`config.mk`:
```
export PLATFORM = sky130hd
export DESIGN_NAME = ultrasonido_filtro
export DESIGN_NICKNAME = d
export VERILOG_FILES = /design/src/rtl/ultrasonido_filtro_pkg.sv /design/src/rtl/ultrasonido_filtro_div_restaurador.sv /design/src/rtl/ultrasonido_filtro.sv
export SDC_FILE = /design/constraint.sdc
export NUM_CORES = 1
export LEC_CHECK = 0
export CAP_MARGIN = 20
export CORE_MARGIN = 2
export CORE_UTILIZATION = 30
export DETAILED_ROUTE_END_ITERATION = 12
export MAX_ROUTING_LAYER = met4
export SKIP_CTS_REPAIR_TIMING = 1
export SLEW_MARGIN = 20
export SYNTH_ARGS = -nofsm -noshare
export SYNTH_HDL_FRONTEND = slang
export SYNTH_SLANG_ARGS = --single-unit
```
`constraint.sdc`:
```
create_clock -name clk -period 7.58 [get_ports clk]
set_input_delay 1.137 -clock clk [delete_from_list [all_inputs] [get_ports clk]]
set_output_delay 1.137 -clock clk [all_outputs]
set_load 0.02 [all_outputs]
```
`src/rtl/ultrasonido_filtro_pkg.sv`:
```
`default_nettype none
// ============================================================================
// Module   : ultrasonido_filtro_pkg
// Brief    : Shared constants, state encodings and helpers for the ultrasonic
//            distance filter (count -> cm conversion, averaging, near flag).
// Revision : 1.0 - initial release
// ============================================================================
package ultrasonido_filtro_pkg;

  // Width of every distance value in centimetres (0..511)
  localparam int DIST_W = 9;

  // Defaults for a 50 MHz clock and 343 m/s round-trip echo
  localparam int MAX_CM_DEF        = 450;
  localparam int CICLOS_POR_CM_DEF = 2915;

  // Sample-processing FSM encodings
  localparam logic [1:0] ST_IDLE   = 2'd0;
  localparam logic [1:0] ST_DIVIDE = 2'd1;
  localparam logic [1:0] ST_ACCUM  = 2'd2;
  localparam logic [1:0] ST_OUTPUT = 2'd3;

  typedef logic [DIST_W-1:0] dist_t;

  // Clamp a raw quotient to the saturation distance before narrowing it,
  // so quotients above 511 can never alias into a small distance.
  function automatic dist_t satura_cm(input logic [31:0] q, input logic [31:0] max_cm);
    if (q > max_cm) begin
      return max_cm[DIST_W-1:0];
    end
    return q[DIST_W-1:0];
  endfunction

endpackage
`default_nettype wire

```
`src/rtl/ultrasonido_filtro_div_restaurador.sv`:
```
`default_nettype none
// ============================================================================
// Module   : div_restaurador
// Brief    : Sequential restoring divider, one quotient bit per cycle, MSB
//            first. start loads operands; done marks the cycle whose closing
//            edge writes the last quotient bit, so cociente is final from the
//            following cycle until the next start.
// Revision : 1.0 - initial release
// ============================================================================
module div_restaurador
  import ultrasonido_filtro_pkg::*;
#(
  parameter int W = 22
) (
  input  logic         clk,
  input  logic         reset,
  input  logic         start,
  input  logic [W-1:0] dividendo,
  input  logic [W-1:0] divisor,
  output logic         done,
  output logic [W-1:0] cociente
);

  localparam int CNT_W = $clog2(W + 1);
  localparam logic [CNT_W-1:0] C_ULTIMO = CNT_W'(W - 1);

  logic [W-1:0]     dvd_q, dvd_d;
  logic [W-1:0]     dvs_q, dvs_d;
  logic [W-1:0]     rem_q, rem_d;
  logic [W-1:0]     quo_q, quo_d;
  logic [CNT_W-1:0] cnt_q, cnt_d;
  logic             busy_q, busy_d;

  logic [W:0]       trial;
  logic [W-1:0]     diff;
  logic             ge;

  // One restoring step per cycle: shift in next dividend bit, subtract if it fits
  always_comb begin
    trial  = {rem_q, dvd_q[W-1]};
    diff   = trial[W-1:0] - dvs_q;
    ge     = (trial >= {1'b0, dvs_q});
    dvd_d  = dvd_q;
    dvs_d  = dvs_q;
    rem_d  = rem_q;
    quo_d  = quo_q;
    cnt_d  = cnt_q;
    busy_d = busy_q;
    if (start) begin
      dvd_d  = dividendo;
      dvs_d  = divisor;
      rem_d  = '0;
      quo_d  = '0;
      cnt_d  = C_ULTIMO;
      busy_d = 1'b1;
    end else if (busy_q) begin
      dvd_d = {dvd_q[W-2:0], 1'b0};
      rem_d = ge ? diff : trial[W-1:0];
      quo_d = {quo_q[W-2:0], ge};
      if (cnt_q == '0) begin
        busy_d = 1'b0;
      end else begin
        cnt_d = cnt_q - 1'b1;
      end
    end
  end

  // Divider state registers
  always_ff @(posedge clk) begin
    if (reset) begin
      dvd_q  <= '0;
      dvs_q  <= '0;
      rem_q  <= '0;
      quo_q  <= '0;
      cnt_q  <= '0;
      busy_q <= 1'b0;
    end else begin
      dvd_q  <= dvd_d;
      dvs_q  <= dvs_d;
      rem_q  <= rem_d;
      quo_q  <= quo_d;
      cnt_q  <= cnt_d;
      busy_q <= busy_d;
    end
  end

  assign done     = busy_q && (cnt_q == '0);
  assign cociente = quo_q;

endmodule
`default_nettype wire

```
`src/rtl/ultrasonido_filtro.sv`:
```
`default_nettype none
// ============================================================================
// Module   : ultrasonido_filtro
// Brief    : Converts echo-width counts to centimetres, keeps a moving
//            average, and drives a hysteretic near flag plus a
//            persistence-qualified alert.
// Revision : 1.0 - initial release
// ============================================================================
module ultrasonido_filtro
  import ultrasonido_filtro_pkg::*;
#(
  parameter int CUENTA_W      = 22,
  parameter int CICLOS_POR_CM = CICLOS_POR_CM_DEF,
  parameter int MAX_CM        = MAX_CM_DEF,
  parameter int PROM_LOG2     = 2,
  parameter int UMBRAL_CERCA  = 20,
  parameter int UMBRAL_LEJOS  = 30,
  parameter int PERSIST_CYC   = 50000000
) (
  input  logic                clk,
  input  logic                reset,
  input  logic                muestra_valid,
  input  logic                timeout,
  input  logic [CUENTA_W-1:0] cuenta_echo,
  output logic                ocupado,
  output logic                dist_valid,
  output logic [DIST_W-1:0]   distancia_cm,
  output logic [DIST_W-1:0]   promedio_cm,
  output logic                cerca,
  output logic                alerta,
  output logic                perdida
);

  localparam int PROFUND = 2 ** PROM_LOG2;
  localparam int SUM_W   = DIST_W + PROM_LOG2;
  localparam int PERS_W  = $clog2(PERSIST_CYC + 1);

  localparam logic [DIST_W-1:0]   C_MAX_CM   = DIST_W'(MAX_CM);
  localparam logic [DIST_W-1:0]   C_CERCA    = DIST_W'(UMBRAL_CERCA);
  localparam logic [DIST_W-1:0]   C_LEJOS    = DIST_W'(UMBRAL_LEJOS);
  localparam logic [SUM_W-1:0]    C_SUM_INI  = SUM_W'(MAX_CM * PROFUND);
  localparam logic [PERS_W-1:0]   C_PERS_MAX = PERS_W'(PERSIST_CYC);
  localparam logic [CUENTA_W-1:0] C_DIVISOR  = CUENTA_W'(CICLOS_POR_CM);

  logic [1:0]           state_q, state_d;
  logic                 tmo_q, tmo_d;
  logic                 dist_valid_q, dist_valid_d;
  dist_t                distancia_q, distancia_d;
  dist_t                promedio_q, promedio_d;
  logic                 cerca_q, cerca_d;
  logic                 perdida_q, perdida_d;
  logic [PERS_W-1:0]    pers_q, pers_d;
  logic [SUM_W-1:0]     sum_q, sum_d;
  logic [PROM_LOG2-1:0] ptr_q, ptr_d;
  dist_t                buf_q [PROFUND];
  dist_t                buf_d [PROFUND];

  logic                 div_start;
  logic                 div_done;
  logic [CUENTA_W-1:0]  div_cociente;
  dist_t                dist_nueva;
  dist_t                prom_nuevo;

  div_restaurador #(
    .W (CUENTA_W)
  ) u_div (
    .clk       (clk),
    .reset     (reset),
    .start     (div_start),
    .dividendo (cuenta_echo),
    .divisor   (C_DIVISOR),
    .done      (div_done),
    .cociente  (div_cociente)
  );

  // Sample FSM, averaging buffer, hysteresis and lost-sample tracking
  always_comb begin
    state_d      = state_q;
    tmo_d        = tmo_q;
    dist_valid_d = 1'b0;
    distancia_d  = distancia_q;
    promedio_d   = promedio_q;
    cerca_d      = cerca_q;
    sum_d        = sum_q;
    ptr_d        = ptr_q;
    buf_d        = buf_q;
    div_start    = 1'b0;
    // A pulse that arrives while busy is dropped but remembered
    perdida_d    = perdida_q | ((muestra_valid | timeout) & (state_q != ST_IDLE));
    dist_nueva   = tmo_q ? C_MAX_CM : satura_cm(32'(div_cociente), 32'(MAX_CM));
    prom_nuevo   = DIST_W'(sum_q >> PROM_LOG2);

    case (state_q)
      ST_IDLE: begin
        // Timeout takes priority and bypasses the divider entirely
        if (timeout) begin
          tmo_d   = 1'b1;
          state_d = ST_ACCUM;
        end else if (muestra_valid) begin
          tmo_d     = 1'b0;
          div_start = 1'b1;
          state_d   = ST_DIVIDE;
        end
      end
      ST_DIVIDE: begin
        if (div_done) begin
          state_d = ST_ACCUM;
        end
      end
      ST_ACCUM: begin
        // Running sum swaps the oldest entry for the newest one
        distancia_d  = dist_nueva;
        sum_d        = sum_q - SUM_W'(buf_q[ptr_q]) + SUM_W'(dist_nueva);
        buf_d[ptr_q] = dist_nueva;
        ptr_d        = ptr_q + 1'b1;
        state_d      = ST_OUTPUT;
      end
      default: begin
        dist_valid_d = 1'b1;
        promedio_d   = prom_nuevo;
        if (prom_nuevo <= C_CERCA) begin
          cerca_d = 1'b1;
        end else if (prom_nuevo >= C_LEJOS) begin
          cerca_d = 1'b0;
        end
        state_d = ST_IDLE;
      end
    endcase
  end

  // Persistence counter: runs while near, saturates, clears once near drops
  always_comb begin
    pers_d = '0;
    if (cerca_q) begin
      pers_d = (pers_q == C_PERS_MAX) ? pers_q : pers_q + 1'b1;
    end
  end

  // State registers with synchronous reset to the far/idle condition
  always_ff @(posedge clk) begin
    if (reset) begin
      state_q      <= ST_IDLE;
      tmo_q        <= 1'b0;
      dist_valid_q <= 1'b0;
      distancia_q  <= C_MAX_CM;
      promedio_q   <= C_MAX_CM;
      cerca_q      <= 1'b0;
      perdida_q    <= 1'b0;
      pers_q       <= '0;
      sum_q        <= C_SUM_INI;
      ptr_q        <= '0;
      for (int i = 0; i < PROFUND; i++) begin
        buf_q[i] <= C_MAX_CM;
      end
    end else begin
      state_q      <= state_d;
      tmo_q        <= tmo_d;
      dist_valid_q <= dist_valid_d;
      distancia_q  <= distancia_d;
      promedio_q   <= promedio_d;
      cerca_q      <= cerca_d;
      perdida_q    <= perdida_d;
      pers_q       <= pers_d;
      sum_q        <= sum_d;
      ptr_q        <= ptr_d;
      buf_q        <= buf_d;
    end
  end

  assign ocupado      = (state_q != ST_IDLE);
  assign dist_valid   = dist_valid_q;
  assign distancia_cm = distancia_q;
  assign promedio_cm  = promedio_q;
  assign cerca        = cerca_q;
  // Gating with cerca makes the alert fall in the same cycle as the flag
  assign alerta       = cerca_q && (pers_q == C_PERS_MAX);
  assign perdida      = perdida_q;

endmodule
`default_nettype wire
```
Word-level counts from Yosys, hierarchy flattened
Cells that the tools add are included.
Widths: inputs -> output; s select.
- flip-flop bits (word level): 172
- word-level logic and storage cells: 94
- input bits: 26
- output and inout bits: 23
- reduce and logical (&&, ||, !) cells: 17
- $add $sub $neg: 6
- equality and inequality tests: 6
- magnitude comparators: 6
- muxes and demuxes: 31
- bitwise logic cells: 7
- operator list (kind ; number):
    $mux 22 ; 3
    $mux 9 ; 6
    $bwmux 36 ; 1
    $add 26x1->26 const B ; 1
    $eq 26x26->1 const B ; 1
    $ge 23x12->1 ; 1
    $gt 22x9->1 const B ; 1
    $sub 22x12->22 ; 1
    $bmux 9 s2 ; 1
    $demux 9 s2 ; 1
    $mux 5 ; 3
    $mux 1 ; 12
    $add 11x9->11 ; 1
    $sub 11x9->11 ; 1
    $reduce_and 2->1 ; 5
    $ge 9x5->1 const B ; 1
    $le 9x5->1 const B ; 1
    $reduce_bool 2->1 ; 4
    $mux 2 ; 3
    $pmux 2 s3 ; 1
    $logic_not 5->1 ; 1
    $sub 5x1->5 const B ; 1
    $ne 2x2->1 const B ; 2
    $reduce_or 2->1 ; 2
    other kinds (13) ; 18

Logic depth before layout (Yosys ltp)
Gate-level depths: netlist of the first run.
- depth after elaboration: 6
- mapped depth: 16
- mapped depth without buffers: 15

Cells and area by module
From an unflattened synthesis of the first run, not the netlist that was laid out.
- cell total of the unflattened synthesis: 1209
- area, all modules: 10316.1 um2
- by module, submodules not included (module ; instances ; area an instance (um2) ; cells an instance ; seq. area each (um2)):
    ultrasonido_filtro ; 1 ; 5159.9 ; 587 ; 1981.9
    div_restaurador ; 1 ; 5156.2 ; 622 ; 1881.8

Worst setup path after synthesis of the first run
Ideal clock, no wire load.
- path type: register to register
- start point: register ptr_q[0]
- end point: register sum_q[10]
- arrival: 3.479 ns
- stages on the path, launching flop included: 13
- clock period less this slack: 3.609 ns
- required time: 7.451 ns
- slack: 3.971 ns
- path buffers: 1
- setup time: 0.129 ns
- cell sequence: dfxtp_1 buf_1 mux4_2 fa_1 inv_1 fa_1 a211oi_1 o21a_1 o21ai_1 a41oi_1 xor2_1 mux2i_1 nand2_1
- longest elaborated chain between the ends: 6
- ends and longest elaborated chain (item ; line ; RTL):
    start, declared ; ultrasonido_filtro.sv:54 ; logic [PROM_LOG2-1:0] ptr_q, ptr_d;
    start signal, assigned ; ultrasonido_filtro.sv:165 ; ptr_q <= ptr_d;
    $not 2->3 (implied by the code) ; ultrasonido_filtro.sv:113 ; sum_d = sum_q - SUM_W'(buf_q[ptr_q]) + SUM_W'(dist_nueva);
    $bmux 9 s2 ; ultrasonido_filtro.sv:113 ;
    $mux 9 (implied by the code) (2 in series) ; ultrasonido_filtro.sv:113 ;
    $sub 11x9->11 ; ultrasonido_filtro.sv:113 ;
    $add 11x9->11 ; ultrasonido_filtro.sv:113 ;
    end signal, assigned ; ultrasonido_filtro.sv:164 ; sum_q <= sum_d;
    end, declared ; ultrasonido_filtro.sv:53 ; logic [SUM_W-1:0] sum_q, sum_d;
No other way between the ends. The select of a mux whose other input is x is not followed.
A chain may end at the register's enable or synchronous reset.

Worst setup path after layout of the first run
- start point: register u_div.quo_q[20], in the netlist u_div.cociente[20]
- end point: register sum_q[9]
- longest elaborated chain between the ends: 5
- ends and longest elaborated chain (item ; line ; RTL):
    start, declared ; ultrasonido_filtro_div_restaurador.sv:30 ; logic [W-1:0] quo_q, quo_d;
    start signal, assigned ; ultrasonido_filtro_div_restaurador.sv:81 ; quo_q <= quo_d;
    $gt 22x9->1 ; ultrasonido_filtro_pkg.sv:28 ; if (q > max_cm) begin
    $mux 1 ; ultrasonido_filtro_pkg.sv:28 ;
    $mux 9 ; ultrasonido_filtro_pkg.sv:31 ; return q[DIST_W-1:0];
    $mux 9 ; ultrasonido_filtro.sv:90 ; dist_nueva = tmo_q ? C_MAX_CM : satura_cm(32'(div_cociente), 32'(MAX_CM));
    $add 11x9->11 ; ultrasonido_filtro.sv:113 ;
No other way between the ends.

==> impl_metrics.yaml, run 1 <==
yosys:
  yosysWarningCount: 0
  yosys.area.top_type: "dfxtp_1"
  synthFlopType: "dfxtp_1"
  synth_top_area_frac: 0.411
  synth.avg_cell_area_sq_um: 8.79
  synth_nets: 1020
  synth_cells: 953
  ys_seq_elements: 172
  synth_area_sq_um: 8370
  synth_area_leaders: "dfxtp_1, nor2_1, mux2i_1"
  synth_edf_count: 0
  ys_seq_area_frac: 0.411
  synth_cell_types: 61
  async_reset_ff_frac: 0
timing:
  slew_headroom: 0.303
  setup_tns_ps: 0
  setup_ws_ps: 3210
  fmax_mhz: 229
  finClkSkew_ps: 10.9
  max_slew.worst_pin.slew_ps: 1040
  finalMaxSlewViolations: 0
  hold_viol_final: 0
  fin_crit_sh: 0.576
  min_period_ps: 4370
  finalSetupViolCount: 0
  rsz0062_at_grt: "false"
critical_path:
  critPathKind: "reg -> reg"
  crit_required_ps: 7890
  cp-start-kind: "register"
  path_cells: "nor4_1 -> nand4_1 -> a41oi_1 -> nor2b_1 -> fa_1 -> inv_1 -> ha_1 -> a21oi_1 -> o2111ai_1 -> a21o_1 -> a21oi_1 -> o21ai_1 -> xnor2_1 -> a21o_1"
  cp.arrival_ps: 4680
  crit_slowest_cell: "a41oi_1"
  cp_slowest_stage_delay_ps: 730
  r2r-start: "u_div.cociente[20]"
  cp_max_fo: 11
  cp-end-kind: "register"
  r2r_cells: 14
  startpoint: "u_div.cociente[20]"
power_and_ir_drop:
  p_clk_frac: 0.265
  p_sw_frac: 0.372
  seqPwrFrac: 0.354
  pwr-share-comb: 0.381
  cell_internal_pwr_uw: 1980
  p_leak_uw: 0.00356
  powerDensity_nw_per_um2: 324
  power.switching_uw: 1170
  vdd_ir_drop_max_uv: 158
outcome:
  status: "completed"
cts:
  clk_path_buf_depth: 2
  cts_buffers: 17
  cts.sinks: 172
  clk_latency_ps: 420
  cts_tree: "yes"
  htree_levels: 4
  cts-root-buf: "clkbuf_16"
  clk_pin_slew_ps: 70
hold_path:
  hold_path.class: "reg -> reg"
  worstHoldPathCells: 2
  hp-start: "distancia_cm[1]"
final_layout:
  syn_to_final_growth_pct: 16.0
  drive_gt1_frac: 0.0586
  fillers: 2865
  layout_commonest_cell: "dfxtp_1"
  num_antenna_cells: 0
  fin_cells: 1367
  final_cell_mix: "dfxtp_1, nor2_1, nand2_1"
  layout.nets: 1043
die:
  die_h_um: 171
  rows: 61
  io_pins: 49
  die_area_sq_um: 29300
  start_util: 0.303
  die_x_um: 171
  core_area_sq_um: 27600
route:
  wl_per_cell_um: 12.9
  drc: 0
  viasPerCell: 4.67
  route.vias.total: 6387
  drt_iter0_markers: 377
  first_pass_iters: 5
  ant_nets: 0
  wl_um: 17600
place:
  io_buffers: 48
  gp_congestion: 0.818
  place_hpwl_um: 11800
  dpl.cell_count: 1334
  pre_cts_slack_ps: 3280
grt:
  grt_first_pass_wirelength_um: 29900
  grt_use_total: 0.128
  antenna_found_initial: 0
  grt_pass1_vias: 6266
  grt_overflow_total: 0
  grt_max_degree: 92
run:
  maxCapViolations: 0
==> worst max-delay path, delay by kind of cell, from the launching register on <==
family / cells / cell delay (ps)
compound gates: 7 / 1900
simple gates: 3 / 1070
fa+ha+maj: 2 / 730
flops: 1 / 330
xor+xnor: 1 / 130
buf+inv: 1 / 120
==> power groups by stage <==
| stage | clock (uW) | sequential, uW | combinational, uW |
|---|---|---|---|
| 2_1_floorplan | 0 | 1100 | 996 |
| 3_3_place_gp | 0 | 1150 | 1180 |
| 3_5_place_dp | 0 | 1150 | 1180 |
| 4_1_cts | 859 | 1130 | 1200 |
| 5_1_grt | 896 | 1130 | 1370 |
| 6_report | 834 | 1120 | 1200 |
==> synthesized netlist by cell type (2+ instances only) <==
library cell and count:
or4_1 4, o21ai_0 21, a22oi_1 2, buf_1 4, dfxtp_1 172, nand3b_1 5
mux2i_1 59, bufbuf_8 2, or3_1 6, a211oi_1 30, o31ai_1 2, and3_1 4
o211ai_1 20, clkbuf_1 40, fa_1 10, o21a_1 2, o21ai_1 12, nand3_1 24
nand4_1 9, xnor2_1 25, a21o_1 4, inv_1 49, nand2b_1 13, mux4_2 9
xor2_1 26, nand2_1 71, a41oi_1 2, a21oi_1 70, nor3_2 2, ha_1 31
o21bai_1 2, nor4b_1 2, or4b_1 3, inv_2 3, nor3_1 13, nor2b_1 3
nor2_1 162, nor4_1 12
==> logic make-up after synthesis <==
kind of cell | Yosys count | synth area share
muxes | 68 | 0.0947
DFF | 172 | 0.411
adders and majority gates | 41 | 0.0702
buffers and inverters | 101 | 0.0499
xor gates and xnor gates | 51 | 0.0533
and+or+nand+nor | 339 | 0.186
AOI/OAI and AO/OA | 181 | 0.135
==> stage by stage <==
step                      utilization  hold slack, ps  area, sq um  total power (uW)
after floorplan                     -             449         8370              2090
after global placement          0.331             452         9130              2320
after detailed placement        0.331             447         9130              2330
after CTS                       0.351             468         9690              3180
after global routing            0.352             489         9710              3400
final                           0.352             465         9710              3150
==> registers in the layout (all words and copies together) (netlist names), 2 cells and up <==
name            flops
ptr_q               2
u_div.cnt_q         5
u_div.cociente     22
u_div.dvd_q        22
state_q             2
buf_q              36
u_div.rem_q        22
distancia_cm        9
pers_q             26
sum_q              11
promedio_cm         9
==> metal layers <==
metal | routed length [um] | vias up | track usage | part of all wire
met4 | 147 | 0 | 0.0387 | 0.0084
met3 | 431 | 4 | 0.0241 | 0.025
met2 | 8360 | 62 | 0.212 | 0.48
met5 | 0 | - | - | 0
met1 | 8630 | 2979 | 0.160 | 0.49
li1 | - | 3342 | - | -
==> worst paths after layout <==
check	end	slack [ps]
worst max-delay path	sum_q[9]	3210
worst min-delay path	distancia_cm[1]	460
worst max register to register	sum_q[9]	3210
worst min register to register	distancia_cm[1]	460
==> area by class of cell <==
| type | count | area, sq um | share of cell area |
|---|---|---|---|
| multi-input cells | 680 | 4510 | 0.465 |
| inverters | 52 | 195 | 0.0201 |
| clock buffers | 19 | 454 | 0.0468 |
| well taps | 378 | 473 | 0.0487 |
| clock inverters | 13 | 105 | 0.0108 |
| flip-flops and latches | 172 | 3450 | 0.355 |
| repair buffers | 53 | 526 | 0.0541 |
Power figures use the tool's default switching activity.
==> inputs of run 2 (changes only) <==
Clock period 7.58 ns to 3.88 ns, I/O delays scaled along.
==> run 2 against run 1 <==
  * First-iteration DRC count decreased by 8.2%
  * Sequential power increased by 93%
  * Flip-flop and latch count unchanged
  * Global-route usage about the same
==> impl_metrics.yaml, run 2 (same netlist as run 1, synthesis figures left out) <==
timing:
  hold_viol_final: 0
  min_period_ps: 3600
  fmax_mhz: 278
  fin_crit_sh: 0.928
  finClkSkew_ps: 10.7
  finalSetupViolCount: 0
  max_slew.worst_pin.slew_ps: 1110
  slew_headroom: 0.257
  finalMaxSlewViolations: 0
die:
  rows: 61
  die_h_um: 171
  die_area_sq_um: 29300
  die_x_um: 171
  start_util: 0.303
  core_area_sq_um: 27600
  io_pins: 49
cts:
  cts_tree: "yes"
  cts.sinks: 172
  clk_path_buf_depth: 2
  cts-root-buf: "clkbuf_16"
  clk_pin_slew_ps: 70
  cts_buffers: 17
  htree_levels: 4
  clk_latency_ps: 440
outcome:
  status: "completed"
grt:
  grt_overflow_total: 0
  grt_max_degree: 74
  antenna_found_initial: 0
  grt_first_pass_wirelength_um: 29800
  grt_pass1_vias: 6222
  grt_use_total: 0.129
route:
  wl_per_cell_um: 12.8
  ant_nets: 0
  route.vias.total: 6527
  first_pass_iters: 6
  drt_iter0_markers: 346
  drc: 0
  wl_um: 17600
  viasPerCell: 4.74
critical_path:
  cp_slowest_stage_delay_ps: 550
  cp-end-kind: "register"
  ff2ff_setup_slack_ps: 280
  crit_required_ps: 4180
  cp.arrival_ps: 3900
  cp-start-kind: "register"
  cp_max_fo: 11
  reg2reg_to: "sum_q[10]"
  r2r_cells: 15
  crit_path_end: "sum_q[10]"
  crit_slowest_cell: "fa_1"
  critPathKind: "reg -> reg"
  startpoint: "u_div.cociente[16]"
  path_cells: "nor4_1 -> nand4_1 -> a41oi_1 -> buf_4 -> nand2_1 -> fa_1 -> inv_1 -> ha_1 -> o21ai_0 -> o21a_1 -> o21ai_1 -> a41oi_2 -> xor2_1 -> mux2i_1 -> nand2_1"
  r2r-start: "u_div.cociente[16]"
  cpMostUsedCell: "nand2_1"
power_and_ir_drop:
  powerDensity_nw_per_um2: 641
  p_clk_frac: 0.269
  totalPowerFinal_uw: 6290
  cell_internal_pwr_uw: 3960
  seqPwrFrac: 0.343
  pwr-share-comb: 0.388
  p_sw_frac: 0.371
  p_leak_uw: 0.00361
  vdd_ir_drop_max_uv: 347
  power.switching_uw: 2340
final_layout:
  num_antenna_cells: 0
  final_core_util: 0.355
  syn_to_final_growth_pct: 17.2
  top_register: "buf_q"
  largestRegisters: "buf_q: 36 flops, pers_q: 26 flops"
  layout.nets: 1052
  layout_commonest_cell: "dfxtp_1"
  largest_reg_flops: 36
  final_cell_mix: "dfxtp_1, nor2_1, nand2_1"
  fillers: 2847
  drive_gt1_frac: 0.0711
hold_path:
  worstHoldPathCells: 2
  hold_path.class: "reg -> reg"
run:
  maxCapViolations: 0
place:
  place_hpwl_um: 11900
  gp_congestion: 0.791
  io_buffers: 48
-- run 2: metal layers --
metal  vias up  GRT usage  part of all wire  wire, um
met5         -          -                 0         0
met1      3062      0.158              0.49      8550
met3        25     0.0236             0.024       415
met2        68      0.212              0.47      8370
li1       3372          -                 -         -
met4         0     0.0464             0.016       281
-- run 2: cell type report --
| type | instances | area (sq um) | area share |
|---|---|---|---|
| clock inverter | 14 | 154 | 0.0157 |
| inverter | 52 | 195 | 0.0199 |
| timing repair buffer | 62 | 581 | 0.0592 |
| multi-input combinational | 680 | 4530 | 0.462 |
| clock buffer | 18 | 429 | 0.0437 |
| tap | 378 | 473 | 0.0482 |
| sequential | 172 | 3450 | 0.351 |
-- run 2: worst min-delay path by stage --
| stage | start | endpoint | slack [ps] |
|---|---|---|---|
| finish | distancia_cm[8] | distancia_cm[8] | 470 |
| global route | distancia_cm[0] | distancia_cm[0] | 490 |
| CTS | distancia_cm[0] | distancia_cm[0] | 470 |
| detailed placement | distancia_cm[8] | distancia_cm[8] | 450 |
| global placement | distancia_cm[1] | distancia_cm[1] | 450 |
| floorplan | buf_q[9] | buf_q[9] | 450 |
-- run 2: through the flow --
step	worst slack, ps	TNS (ps)	cell area, sq um	hold slack, ps	std cells
2_1_floorplan	271	0	8370	449	953
3_3_place_gp	265	0	9200	449	1343
3_5_place_dp	160	0	9200	455	1343
4_1_cts	145	0	9780	473	1375
5_1_grt	-31.4	-31.4	9810	491	1376
6_report	281	0	9810	470	1376
-- run 2: power by group through the flow --
stage / logic [uW] / clock network (uW) / registers, uW
2_1_floorplan: 1950 / 0 / 2140
3_3_place_gp: 2380 / 0 / 2200
3_5_place_dp: 2400 / 0 / 2200
4_1_cts: 2430 / 1750 / 2160
5_1_grt: 2770 / 1810 / 2200
6_report: 2440 / 1690 / 2160
-- run 2: worst max-delay path, delay by kind of cell (launching register included) --
kind / cells / cell delay (ps)
compound gates: 5 / 970
xor+xnor: 1 / 160
mux: 1 / 150
flops: 1 / 320
simple gates: 4 / 720
buf+inv: 2 / 240
fa+ha+maj: 2 / 910
